<file path="config.mk">
export PLATFORM = sky130hd
export DESIGN_NAME = trackball_counter
export DESIGN_NICKNAME = d
export VERILOG_FILES = /design/src/rtl/trackball_counter.sv
export SDC_FILE = /design/constraint.sdc
export NUM_CORES = 1
export LEC_CHECK = 0
export BUFFER_PORTS_ARGS = -buffer_cell sky130_fd_sc_hd__buf_2
export CORE_MARGIN = 2
export CORE_UTILIZATION = 30
export DETAILED_ROUTE_END_ITERATION = 7
export GPL_ROUTABILITY_DRIVEN = 0
export GPL_TIMING_DRIVEN = 1
export SYNTH_ARGS = -nofsm -noshare
export SYNTH_HDL_FRONTEND = slang
export SYNTH_HIERARCHICAL = 1
export SYNTH_SLANG_ARGS = --single-unit
</file>
<file path="constraint.sdc">
create_clock -name clk -period 6.1 [get_ports clk]
set_input_delay 1.525 -clock clk [delete_from_list [all_inputs] [get_ports clk]]
set_output_delay 1.525 -clock clk [all_outputs]
set_load 0.02 [all_outputs]
</file>
<file path="src/rtl/trackball_counter.sv">
// Trackball step receiver: per-axis synchronizer, glitch filter and edge detector
// feeding wrapping up/down position counters with a registered CPU read port.

module trackball_axis #(
    parameter int unsigned SYNC_STAGES = 2,
    parameter int unsigned FILTER_LEN  = 4,
    parameter int unsigned CNT_WIDTH   = 8
) (
    input  logic                 clk,
    input  logic                 reset_n,
    input  logic                 flip,
    input  logic                 raw_clk,
    input  logic                 raw_dir,
    input  logic                 clr,
    input  logic                 rd_clr,
    output logic                 step,
    output logic [CNT_WIDTH-1:0] cnt
);
    localparam int unsigned          STAB_W   = 8;
    localparam logic [STAB_W-1:0]    STAB_ONE = STAB_W'(1);
    localparam logic [STAB_W-1:0]    STAB_MAX = '1;
    localparam logic [STAB_W-1:0]    QUAL_LEN = STAB_W'(FILTER_LEN);
    localparam logic [CNT_WIDTH-1:0] CNT_ONE  = CNT_WIDTH'(1);

    logic [SYNC_STAGES-1:0] clk_sync;
    logic [SYNC_STAGES-1:0] dir_sync;
    logic                   level;
    logic                   last_level;
    logic [STAB_W-1:0]      stab;
    logic [STAB_W-1:0]      stab_next;
    logic                   qualified;
    logic                   toggle;
    logic                   filt;
    logic                   armed;
    logic                   pend;
    logic                   pend_dir;
    logic [CNT_WIDTH-1:0]   cnt_base;
    logic [CNT_WIDTH-1:0]   cnt_next;

    assign level = clk_sync[SYNC_STAGES-1];

    // Stability tracking: restart at 1 on a level change, otherwise count up and saturate.
    always_comb begin
        stab_next = stab;
        if (level != last_level) begin
            stab_next = STAB_ONE;
        end else if (stab != STAB_MAX) begin
            stab_next = stab + STAB_ONE;
        end
        qualified = (stab_next == QUAL_LEN);
        toggle    = qualified && armed && (level != filt);
    end

    // Counter next value: read-clear and steps combine, a clear wins over everything.
    always_comb begin
        cnt_base = rd_clr ? '0 : cnt;
        cnt_next = cnt_base;
        if (pend) begin
            cnt_next = pend_dir ? (cnt_base - CNT_ONE) : (cnt_base + CNT_ONE);
        end
        if (clr) begin
            cnt_next = '0;
        end
    end

    // Synchronizers, filter, arming, step pipeline and position counter.
    always_ff @(posedge clk or negedge reset_n) begin
        if (!reset_n) begin
            clk_sync   <= '0;
            dir_sync   <= '0;
            last_level <= 1'b0;
            stab       <= '0;
            filt       <= 1'b0;
            armed      <= 1'b0;
            pend       <= 1'b0;
            pend_dir   <= 1'b0;
            step       <= 1'b0;
            cnt        <= '0;
        end else begin
            clk_sync   <= {clk_sync[SYNC_STAGES-2:0], raw_clk};
            dir_sync   <= {dir_sync[SYNC_STAGES-2:0], raw_dir};
            last_level <= level;
            stab       <= stab_next;
            if (qualified && !armed) begin
                // First accepted level after reset only establishes the baseline.
                filt  <= level;
                armed <= 1'b1;
            end else if (toggle) begin
                filt <= level;
            end
            pend <= toggle;
            if (toggle) begin
                pend_dir <= dir_sync[SYNC_STAGES-1] ^ flip;
            end
            step <= pend;
            cnt  <= cnt_next;
        end
    end
endmodule

module trackball_counter #(
    parameter int unsigned SYNC_STAGES   = 2,
    parameter int unsigned FILTER_LEN    = 4,
    parameter int unsigned CNT_WIDTH     = 8,
    parameter int unsigned CLEAR_ON_READ = 0
) (
    input  logic                 clk,
    input  logic                 reset_n,
    input  logic                 flip,
    input  logic                 h_clk,
    input  logic                 h_dir,
    input  logic                 v_clk,
    input  logic                 v_dir,
    input  logic                 cpu_rd,
    input  logic                 cpu_sel,
    input  logic                 cpu_clr,
    output logic [CNT_WIDTH-1:0] cpu_dout,
    output logic                 rd_valid,
    output logic                 h_step,
    output logic                 v_step
);
    localparam logic CLR_RD = (CLEAR_ON_READ != 0);

    logic [CNT_WIDTH-1:0] h_cnt;
    logic [CNT_WIDTH-1:0] v_cnt;
    logic                 h_rd_clr;
    logic                 v_rd_clr;

    assign h_rd_clr = CLR_RD && cpu_rd && !cpu_sel;
    assign v_rd_clr = CLR_RD && cpu_rd && cpu_sel;

    trackball_axis #(
        .SYNC_STAGES (SYNC_STAGES),
        .FILTER_LEN  (FILTER_LEN),
        .CNT_WIDTH   (CNT_WIDTH)
    ) u_h_axis (
        .clk     (clk),
        .reset_n (reset_n),
        .flip    (flip),
        .raw_clk (h_clk),
        .raw_dir (h_dir),
        .clr     (cpu_clr),
        .rd_clr  (h_rd_clr),
        .step    (h_step),
        .cnt     (h_cnt)
    );

    trackball_axis #(
        .SYNC_STAGES (SYNC_STAGES),
        .FILTER_LEN  (FILTER_LEN),
        .CNT_WIDTH   (CNT_WIDTH)
    ) u_v_axis (
        .clk     (clk),
        .reset_n (reset_n),
        .flip    (flip),
        .raw_clk (v_clk),
        .raw_dir (v_dir),
        .clr     (cpu_clr),
        .rd_clr  (v_rd_clr),
        .step    (v_step),
        .cnt     (v_cnt)
    );

    // Read port: capture the pre-update counter value and flag it one cycle later.
    always_ff @(posedge clk or negedge reset_n) begin
        if (!reset_n) begin
            cpu_dout <= '0;
            rd_valid <= 1'b0;
        end else begin
            rd_valid <= cpu_rd;
            if (cpu_rd) begin
                cpu_dout <= cpu_sel ? v_cnt : h_cnt;
            end
        end
    end
endmodule
</file>
==> results of run 1 <==
## layer usage
metal	vias up	global-route usage, %	wire length [µm]
met1	1157	15.27	3061
met4	0	3.482	78
met2	35	18.93	2998
li1	1253	-	-
met5	-	0	0
met3	10	4.233	256
## final cells by class
class | instances | share of cell area [%]
repair buffers | 21 | 2.718
flip-flops and latches | 61 | 38.56
well taps | 140 | 4.425
multi-input cells | 263 | 44.69
inverters | 15 | 1.422
clock buffers | 9 | 5.689
clock inverters | 7 | 2.497
## synth_stat cells (3+ instances only)
library cell / n
dfrtp_1: 61
nor2_1: 33
nand2_1: 31
a21oi_1: 20
mux2i_1: 18
inv_1: 15
ha_1: 14
o21ai_0: 14
nor2b_1: 12
xor2_1: 12
nand3_1: 11
xnor2_1: 9
and3_1: 6
nor3b_1: 6
nor3_1: 5
a31oi_1: 4
clkbuf_1: 4
nand3b_1: 4
and4_1: 3
buf_2: 3
buf_4: 3
mux2_2: 3
nand4_1: 3
## stage by stage
stage | std cells | util, % | area (µm²)
floorplan | 351 | - | 3427
global placement | 500 | 33.24 | 3635
global route | 516 | 36.20 | 3959
finish | 516 | 36.20 | 3959
CTS | 516 | 36.20 | 3959
detailed placement | 500 | 33.24 | 3635
## kinds of logic (layout without fill, tap and decap cells)
family	after synthesis	in the layout	synth area share, %
AND/OR/NAND/NOR	131	131	21.26
flip-flops	61	61	45.19
AO/OA/AOI/OAI	57	57	10.33
buffers and inverters	27	52	3.888
multiplexers	23	23	7.074
XOR/XNOR	21	21	5.445
adder cells (fa/ha/maj)	17	17	6.704
other	1	14	0.1110
## sequential cells by signal, summed over array words and instances (netlist names), 2 cells and up
register / cells
u_v_axis/clk_sync: 2
u_h_axis/dir_sync: 2
u_v_axis/cnt: 8
u_v_axis/stab: 8
cpu_dout: 8
u_h_axis/cnt: 8
u_v_axis/dir_sync: 2
u_h_axis/stab: 8
u_h_axis/clk_sync: 2
## worst paths after layout
| check | start | to | slack [ns] | cells after the start |
|---|---|---|---|---|
| worst max-delay path | cpu_dout[0] | cpu_dout[0] | 3.69 | 1 |
| worst min-delay path | u_h_axis/dir_sync[0] | u_h_axis/dir_sync[1] | 0.35 | 0 |
| worst max register to register | u_v_axis/stab[0] | u_v_axis/filt | 3.89 | 5 |
| worst min register to register | u_h_axis/dir_sync[0] | u_h_axis/dir_sync[1] | 0.35 | 0 |
| max in group asynchronous | reset_n | u_v_axis/cnt[3] | 4.23 | 2 |
| min in group asynchronous | reset_n | u_h_axis/stab[5] | 1.34 | 2 |
## power breakdown
group / internal (µW) / leakage, µW / switching [µW]
logic: 104 / 0.000819 / 139
registers: 445 / 0.000784 / 48.5
clock network: 359 / 0.000156 / 188
total: 909 / 0.00176 / 375
==> run metrics, run 1 <==
status finished, final reports clean; setup bufs post-CTS 0; final setup fails 0; critical path buffer and inverter count 1; largest net degree at the start of global routing 62; Port Buffer Count 20; Fin. Hold Viols 0; Hold Path Class flop to flop; commonest non-fill, non-tap cell in the layout dfrtp_1; worst-skew pair later-pin latency 0.33 ns; Setup Skew 0.007248 ns; CP max-delay cell dfrtp_1; Die Y 110.1 µm; TritonCTS buffer count 9; Starting Density 30.89%; most frequent cells in the layout dfrtp_1, nor2_1, nand2_1, a21oi_1, buf_2; total track usage 11.90%; Die X 110.1 µm; normalized max-slew margin 48.90%; syn avg cell area 9.995 µm²; Setup crit end kind output port; clk slew on worst S/H paths 0.06 ns; fin worst setup slack 3.688 ns; CTS tree built; Avg WL per Cell 12.40 µm; worst IR drop on VDD 0.1626 mV; CP Cell Sequence buf_2; Pins Over Slew Limit 0; Tcrit/Tclk final 39.54%; DR DRC count 0; area of the multi-input gates 1769 µm²; crit path launch type flop; classification of the worst setup path flop to output port; CTS Buffer Depth 2; Post-synth EDFFs 0; ANT cells 0; Synth Flop Type dfrtp_1; register area 1526 µm²; Fin Setup TNS 0 ns; Mapped Area 3378 µm²; cell taking the most area after synthesis dfrtp_1; pre-CTS WS 3.733 ns; synth warn 6; Cells after Synth 338; pwr dens 324.3 nW/µm²; CP Max Fanout 2; slowest stage delay, CP 0.39 ns; sequential-to-total area share from yosys stat 45.19%; Fmax 414.6 MHz; async set or reset register ratio after synthesis 100.0%; Pwr Total 1284 µW; I/O pin count 21; gr ovfl total 0; die area 12,130 µm²; Worst EP required 4.58 ns; hold buffers post-CTS 0; Initial DRC Count 77; area grow syn2layout 17.19%; Leakage 0.001759 µW; Period minus WS final 2.412 ns; Hold Slack 0.3465 ns; top-area cell type share of the netlist area 45.19%; Root Driver clkbuf_16; register bit total from synthesis 61; first-pass GRT wire length 11,160 µm; detailed placer's ending HPWL 4542 µm; Critical Path AT 0.89 ns; Post-DRT Antenna Nets 0; vias 2,455; Final nets 397; Cell variety after synth 55; max-cap viol count 0; Worst Tran Pin Value 0.7666 ns; row count 38; antenna violations before repair 0; post-cts repair resize count 0; Core ar. 10,940 µm²; vias in the first global route 2,420; RSZ-0062 raised after global routing no; DRT Pass-1 Iters 4; CP top delay family flip-flops; Vias/cell 4.758; share of layout cells above drive strength 1 13.83%; H-tree levels 3; # clock sinks 61; Post-Route WL 6396 µm; top cells by area, synth dfrtp_1, mux2i_1, ha_1; fillcell total 1,106
Note: power is estimated with default switching activity, not from simulation.
==> run 2: changes to the inputs <==
ABC_AREA = 1   (was not set)
clock period = 2.32 ns   (was 6.1 ns; I/O delays follow)
==> run 2 against run 1 <==
Clock power grew 140%. Cell area increased by 6.2%. Critical path type is now flop to flop. Register-to-register slack worse by 3.6 ns. Critical path depth rose by 9. Largest cell class unchanged. Global-route usage fell by 0.14 points. Non-clock buffer count unchanged. Sequential share of layout area shrank 2.3 points. Critical endpoint is now u_v_axis/cnt[6]. Clock skew is 0.0037 ns lower.
==> run metrics, run 2 <==
status finished, final reports clean; most common cell in the netlist nand2_1; post-cts repair resize count 0 (unchanged); TritonCTS buffer count 9 (unchanged); CP Max Fanout 7 (+5); Net Sw Power 1013 µW (+170%); ANT cells 0 (unchanged); Worst Tran Pin Value 0.5269 ns (-0.2396 ns); die area 12,900 µm² (+6.4%); Pins Over Slew Limit 0 (unchanged); crit path launch type flop; cell mode on critical path nand2_1; share of layout cells above drive strength 1 16.63% (+2.8 points); register area 1526 µm² (unchanged); Pwr Total 3303 µW (+160%); Reg-to-Reg Start u_v_axis/pend_dir; register bit total from synthesis 61 (unchanged); row count 40 (+5.3%); first-pass GRT wire length 12,210 µm (+9.5%); sequential-to-total area share from yosys stat 42.39% (-2.8 points); RSZ-0062 raised after global routing no; Post-Route WL 6956 µm (+8.8%); CP Cell Sequence inv_1 > fa_1 > o21ai_0 > nand2_1 > nand2_1 > nand2_1 > nand3_1 > nand2_1 > o21ai_0 > inv_1; Switching Share 30.67% (+1.4 points); # clock sinks 61 (unchanged); Hold Slack 0.2309 ns (-0.1156 ns); Die Y 113.6 µm (+3.1%); DR DRC count 0 (unchanged); normalized max-slew margin 64.87% (+16 points); fillcell total 1,233 (+11%); Starting Density 30.36% (-0.53 points); hold buffers post-CTS 0 (unchanged); max-cap viol count 0 (unchanged); classification of the worst setup path flop to flop; final setup fails 0 (unchanged); CTS tree built; gr ovfl total 0 (unchanged); Die X 113.6 µm (+3.1%); Tcrit/Tclk final 88.47%; launch point of the worst path u_v_axis/pend_dir; DRT Pass-1 Iters 5 (+1); synth warn 6 (unchanged); Critical Path AT 2.26 ns (+1.37 ns); area grow syn2layout 16.78%; Fmax 487.2 MHz; CP max-delay cell dfrtp_1; largest net degree at the start of global routing 41 (-34%); Setup Skew 0.003597 ns (-0.003651 ns); Cell variety after synth 37 (-33%); Avg WL per Cell 10.87 µm (-12%); Port Buffer Count 20 (unchanged); top cells by area, synth dfrtp_1, nand2_1, inv_1; Setup crit end kind flop; worst-skew pair later-pin latency 0.32 ns (about the same); syn avg cell area 7.932 µm² (-21%); slowest stage delay, CP 0.49 ns (+0.10 ns); Synth Flop Type dfrtp_1; Fin Setup TNS 0 ns (unchanged); Flop pwr share 38.7% (+0.2 points); clock share of power 40.0% (-2.6 points); detailed placer's ending HPWL 5336 µm (+17%); Mapped Area 3601 µm² (+6.6%); vias in the first global route 2,700 (+12%); area of the multi-input gates 1724 µm² (-2.5%); H-tree levels 3 (unchanged); Vias/cell 4.375 (-8.0%); Period minus WS final 2.053 ns; I/O pin count 21 (unchanged); worst IR drop on VDD 0.3755 mV (+130%); R2R depth 10 (+5); Fin. Hold Viols 0 (unchanged); clk slew on worst S/H paths 0.05 ns (about the same); most frequent cells after synthesis nand2_1, inv_1, dfrtp_1, nand3_1, nor2_1; CTS Buffer Depth 2 (unchanged); Post-DRT Antenna Nets 0 (unchanged); commonest non-fill, non-tap cell in the layout nand2_1; Hold Path Class input pin to async pin; Worst EP required 2.53 ns (-2.05 ns); pwr dens 785.4 nW/µm² (+140%); Post-synth EDFFs 0 (unchanged); Cells after Synth 454 (+34%); async set or reset register ratio after synthesis 100.0% (unchanged); Initial DRC Count 145 (+88%); top-area cell type share of the netlist area 42.39% (-2.8 points); internal power 2290 µW (+150%); Root Driver clkbuf_16; total track usage 11.77% (-0.14 points); cell taking the most area after synthesis dfrtp_1; Final Util 35.45% (-0.75 points); Core ar. 11,860 µm² (+8.5%); most frequent cells in the layout nand2_1, inv_1, dfrtp_1, nand3_1, nor2_1; Leakage 0.002343 µW (+33%); Final nets 515 (+30%); setup bufs post-CTS 0 (unchanged); Comb power frac 21.2% (+2.3 points); antenna violations before repair 0 (unchanged); vias 2,800 (+14%)
[run 2: cell types whose count changed in the layout (fill, tap and decap cells not counted), sizes merged, moves of 5 or more]
| cell | previous run | this run |
|---|---|---|
| and3 | 7 | 0 |
| conb | 14 | 8 |
| inv | 16 | 92 |
| mux2i | 19 | 0 |
| nand2 | 31 | 128 |
| nand3 | 12 | 40 |
| nor2b | 12 | 0 |
| nor3 | 6 | 0 |
| nor3b | 6 | 0 |
| xor2 | 12 | 7 |
[run 2: path summary, 6_finish.rpt]
kind / to / slack (ns)
setup / recovery: u_v_axis/cnt[6] / 0.27
hold / removal: u_v_axis/stab[2] / 0.23
setup reg to reg: u_v_axis/cnt[6] / 0.27
hold reg to reg: u_v_axis/clk_sync[1] / 0.34
max in group asynchronous: u_h_axis/cnt[2] / 1.48
min in group clk: u_v_axis/clk_sync[1] / 0.34
[run 2: logic make-up (layout without fill, tap and decap cells)]
group | Yosys count | after routing | synth area share, %
AOI/OAI and AO/OA | 49 | 49 | 7.748
adders and majority gates | 16 | 16 | 5.976
other | 1 | 8 | 0.1041
buffers and inverters | 96 | 128 | 10.46
and+or+nand+nor | 217 | 217 | 28.87
DFF | 61 | 61 | 42.39
xor gates and xnor gates | 14 | 14 | 4.447
[run 2: through the flow]
stage               worst slack [ns]  instances  instance area, µm²
CTS                           0.2746        640                4205
global route                 0.04543        640                4205
floorplan                     0.4988        461                3627
finish                        0.2675        640                4205
detailed placement            0.3021        625                3905
global placement              0.3359        625                3905
[run 2: per-layer routing]
layer	vias to the layer above	track usage (%)	share of wire, %
li1	1469	-	-
met1	1293	15.18	48
met2	32	19.60	48
met3	6	3.029	3.2
met4	0	3.415	1.1
met5	-	0	0
[run 2: area by class of cell]
type / count / share of cell area (%)
multi-input cells: 304 / 41.00
clock inverters: 5 / 1.458
repair buffers: 21 / 2.856
clock buffers: 10 / 5.683
flip-flops and latches: 61 / 36.30
inverters: 92 / 8.331
well taps: 147 / 4.374
[run 2: worst max-delay path, delay by kind of cell (launching register included)]
family                   cells  cell delay, ns
AO/OA/AOI/OAI                2            0.44
buffers and inverters        2            0.20
adder cells (fa/ha/maj)      1            0.47
AND/OR/NAND/NOR              5            0.33
flip-flops                   1            0.49
[run 2: power groups by stage]
| stage | Combinational [µW] | Clock, µW | Sequential, µW |
|---|---|---|---|
| floorplan | 535 | 0 | 1290 |
| global placement | 682 | 0 | 1290 |
| detailed placement | 698 | 0 | 1300 |
| CTS | 707 | 1360 | 1280 |
| global route | 800 | 1420 | 1300 |
| finish | 701 | 1320 | 1280 |
==> run 3: changes to the inputs <==
--- a/config.mk
+++ b/config.mk
@@ -14,2 +14,3 @@
 export GPL_TIMING_DRIVEN = 1
+export HOLD_SLACK_MARGIN = 0.06
 export SYNTH_ARGS = -nofsm -noshare
==> constraint.sdc (replaced) <==
create_clock -name clk -period 2.32 [get_ports clk]
set_input_delay 0.696 -clock clk [delete_from_list [all_inputs] [get_ports clk]]
set_output_delay 0.696 -clock clk [all_outputs]
set_load 0.02 [all_outputs]
==> run 3 against run 2 <==
Fmax increased by 0.71%. Critical path type unchanged. Largest cell class unchanged. Via count shrank 0.54%. Clock-buffer cell count is the same. Worst hold slack gained 0.12 ns. Global-route usage rose by 0.15 points. Clock power down 8%.
==> run metrics, run 3 (synthesized netlist as in run 2, its figures left out) <==
status finished, final reports clean; Vias/cell 4.352 (-0.54%); worst IR drop on VDD 0.3559 mV (-5.2%); CTS tree built; Root Driver clkbuf_16; # clock sinks 61 (unchanged); largest net degree at the start of global routing 62 (+51%); Final nets 515 (unchanged); Critical Path AT 2.25 ns (about the same); I/O pin count 21 (unchanged); post-cts repair resize count 0 (unchanged); Hold Path Class flop to flop; Leakage 0.002334 µW (-0.42%); slowest stage delay, CP 0.48 ns (about the same); Port Buffer Count 20 (unchanged); Pins Over Slew Limit 0 (unchanged); cell mode on critical path nand2_1; setup bufs post-CTS 0 (unchanged); Die X 113.6 µm (unchanged); Core ar. 11,860 µm² (unchanged); share of layout cells above drive strength 1 16.63% (unchanged); area grow syn2layout 16.09%; detailed placer's ending HPWL 5132 µm (-3.8%); fillcell total 1,240 (+0.57%); row count 40 (unchanged); RSZ-0062 raised after global routing no; die area 12,900 µm² (unchanged); Period minus WS final 2.038 ns (-0.01446 ns); CTS Buffer Depth 2 (unchanged); fin cells 640 (unchanged); commonest non-fill, non-tap cell in the layout nand2_1; pre-CTS WS 0.3050 ns (+0.002912 ns); hold buffers post-CTS 0 (unchanged); Fin. Hold Viols 0 (unchanged); H-tree levels 3 (unchanged); Avg WL per Cell 10.65 µm (-2.0%); Initial DRC Count 114 (-21%); Hold Slack 0.3468 ns (+0.1160 ns); first-pass GRT wire length 12,330 µm (+0.96%); Tcrit/Tclk final 87.85% (-0.62 points); critical path buffer and inverter count 2 (unchanged); ANT cells 0 (unchanged); gr ovfl total 0 (unchanged); Setup crit end kind flop; Setup Skew 0.003598 ns (+0.000001220 ns); max-cap viol count 0 (unchanged); Starting Density 30.36% (unchanged); worst-skew pair later-pin latency 0.33 ns (about the same); antenna violations before repair 0 (unchanged); pwr dens 762.0 nW/µm² (-3.0%); CP Cell Sequence inv_1 > fa_1 > o21ai_0 > nand2_1 > nand2_1 > nand2_1 > nand3_1 > nand2_1 > o21ai_0 > inv_1; most frequent cells in the layout nand2_1, inv_1, dfrtp_1, nand3_1, nor2_1; Post-Route WL 6817 µm (-2.0%); CP Max Fanout 7 (unchanged); crit path launch type flop; clk slew on worst S/H paths 0.05 ns (about the same); Placed Instances 625 (unchanged); fin worst setup slack 0.2819 ns (+0.01446 ns); classification of the worst setup path flop to flop; final setup fails 0 (unchanged); DRT Pass-1 Iters 4 (-1); Die Y 113.6 µm (unchanged); vias in the first global route 2,710 (+0.37%); Fin Setup TNS 0 ns (unchanged); vias 2,785 (-0.54%); DR DRC count 0 (unchanged); Worst EP required 2.53 ns (about the same); total track usage 11.91% (+0.15 points); CP max-delay cell dfrtp_1; Post-DRT Antenna Nets 0 (unchanged); TritonCTS buffer count 9 (unchanged); Fmax 490.7 MHz (+0.71%); CP top delay family flip-flops
## run 3: changes by cell type in the layout (fill, tap and decap cells not counted)
cell       previous run  this run
inv_6                 1         2
clkinv_4              1         0
bufinv_16             1         0
clkinv_2              0         1
## run 3: where the power goes
group          total, µW  internal [µW]  switching [µW]
clock               1210            745             468
combinational        696            264             432
sequential          1280           1170             105
## run 3: path summary, 6_finish.rpt
check                                          start  cells past startpoint  slack, ns              endpoint
worst max-delay path               u_v_axis/pend_dir                     10       0.28       u_v_axis/cnt[6]
worst min-delay path            u_h_axis/clk_sync[0]                      0       0.35  u_h_axis/clk_sync[1]
worst max register to register     u_v_axis/pend_dir                     10       0.28       u_v_axis/cnt[6]
worst min register to register  u_h_axis/clk_sync[0]                      0       0.35  u_h_axis/clk_sync[1]
max in group asynchronous                    reset_n                      2       1.68         u_h_axis/step
min in group asynchronous                    reset_n                      2       0.38      u_v_axis/stab[2]
## run 3: worst reg2reg max path, delay by kind of cell (launching register included)
family          cells  cell delay [ns]
simple gates        5             0.34
compound gates      2             0.45
flops               1             0.48
buf+inv             2             0.20
fa+ha+maj           1             0.48
## run 3: layout make-up
| class | instances | area [µm²] | share of cell area [%] |
|---|---|---|---|
| clock buffers | 10 | 239.0 | 5.717 |
| clock inverters | 5 | 36.28 | 0.8680 |
| inverters | 92 | 350.3 | 8.381 |
| multi-input cells | 304 | 1724 | 41.25 |
| flip-flops and latches | 61 | 1526 | 36.52 |
| well taps | 147 | 183.9 | 4.400 |
| repair buffers | 21 | 120.1 | 2.873 |
## run 3: per-stage QoR
step           total power (µW)  area (µm²)  util [%]
2_1_floorplan              1820        3627         -
3_3_place_gp               1969        3905     32.92
3_5_place_dp               1987        3905     32.92
4_1_cts                    3223        4180     35.24
5_1_grt                    3398        4180     35.24
6_report                   3185        4180     35.24
## run 3: layer usage
metal | track usage [%] | routed length [µm]
met4 | 4.878 | 95
met3 | 2.550 | 189
met2 | 19.68 | 3267
met5 | 0 | 0
met1 | 15.26 | 3265
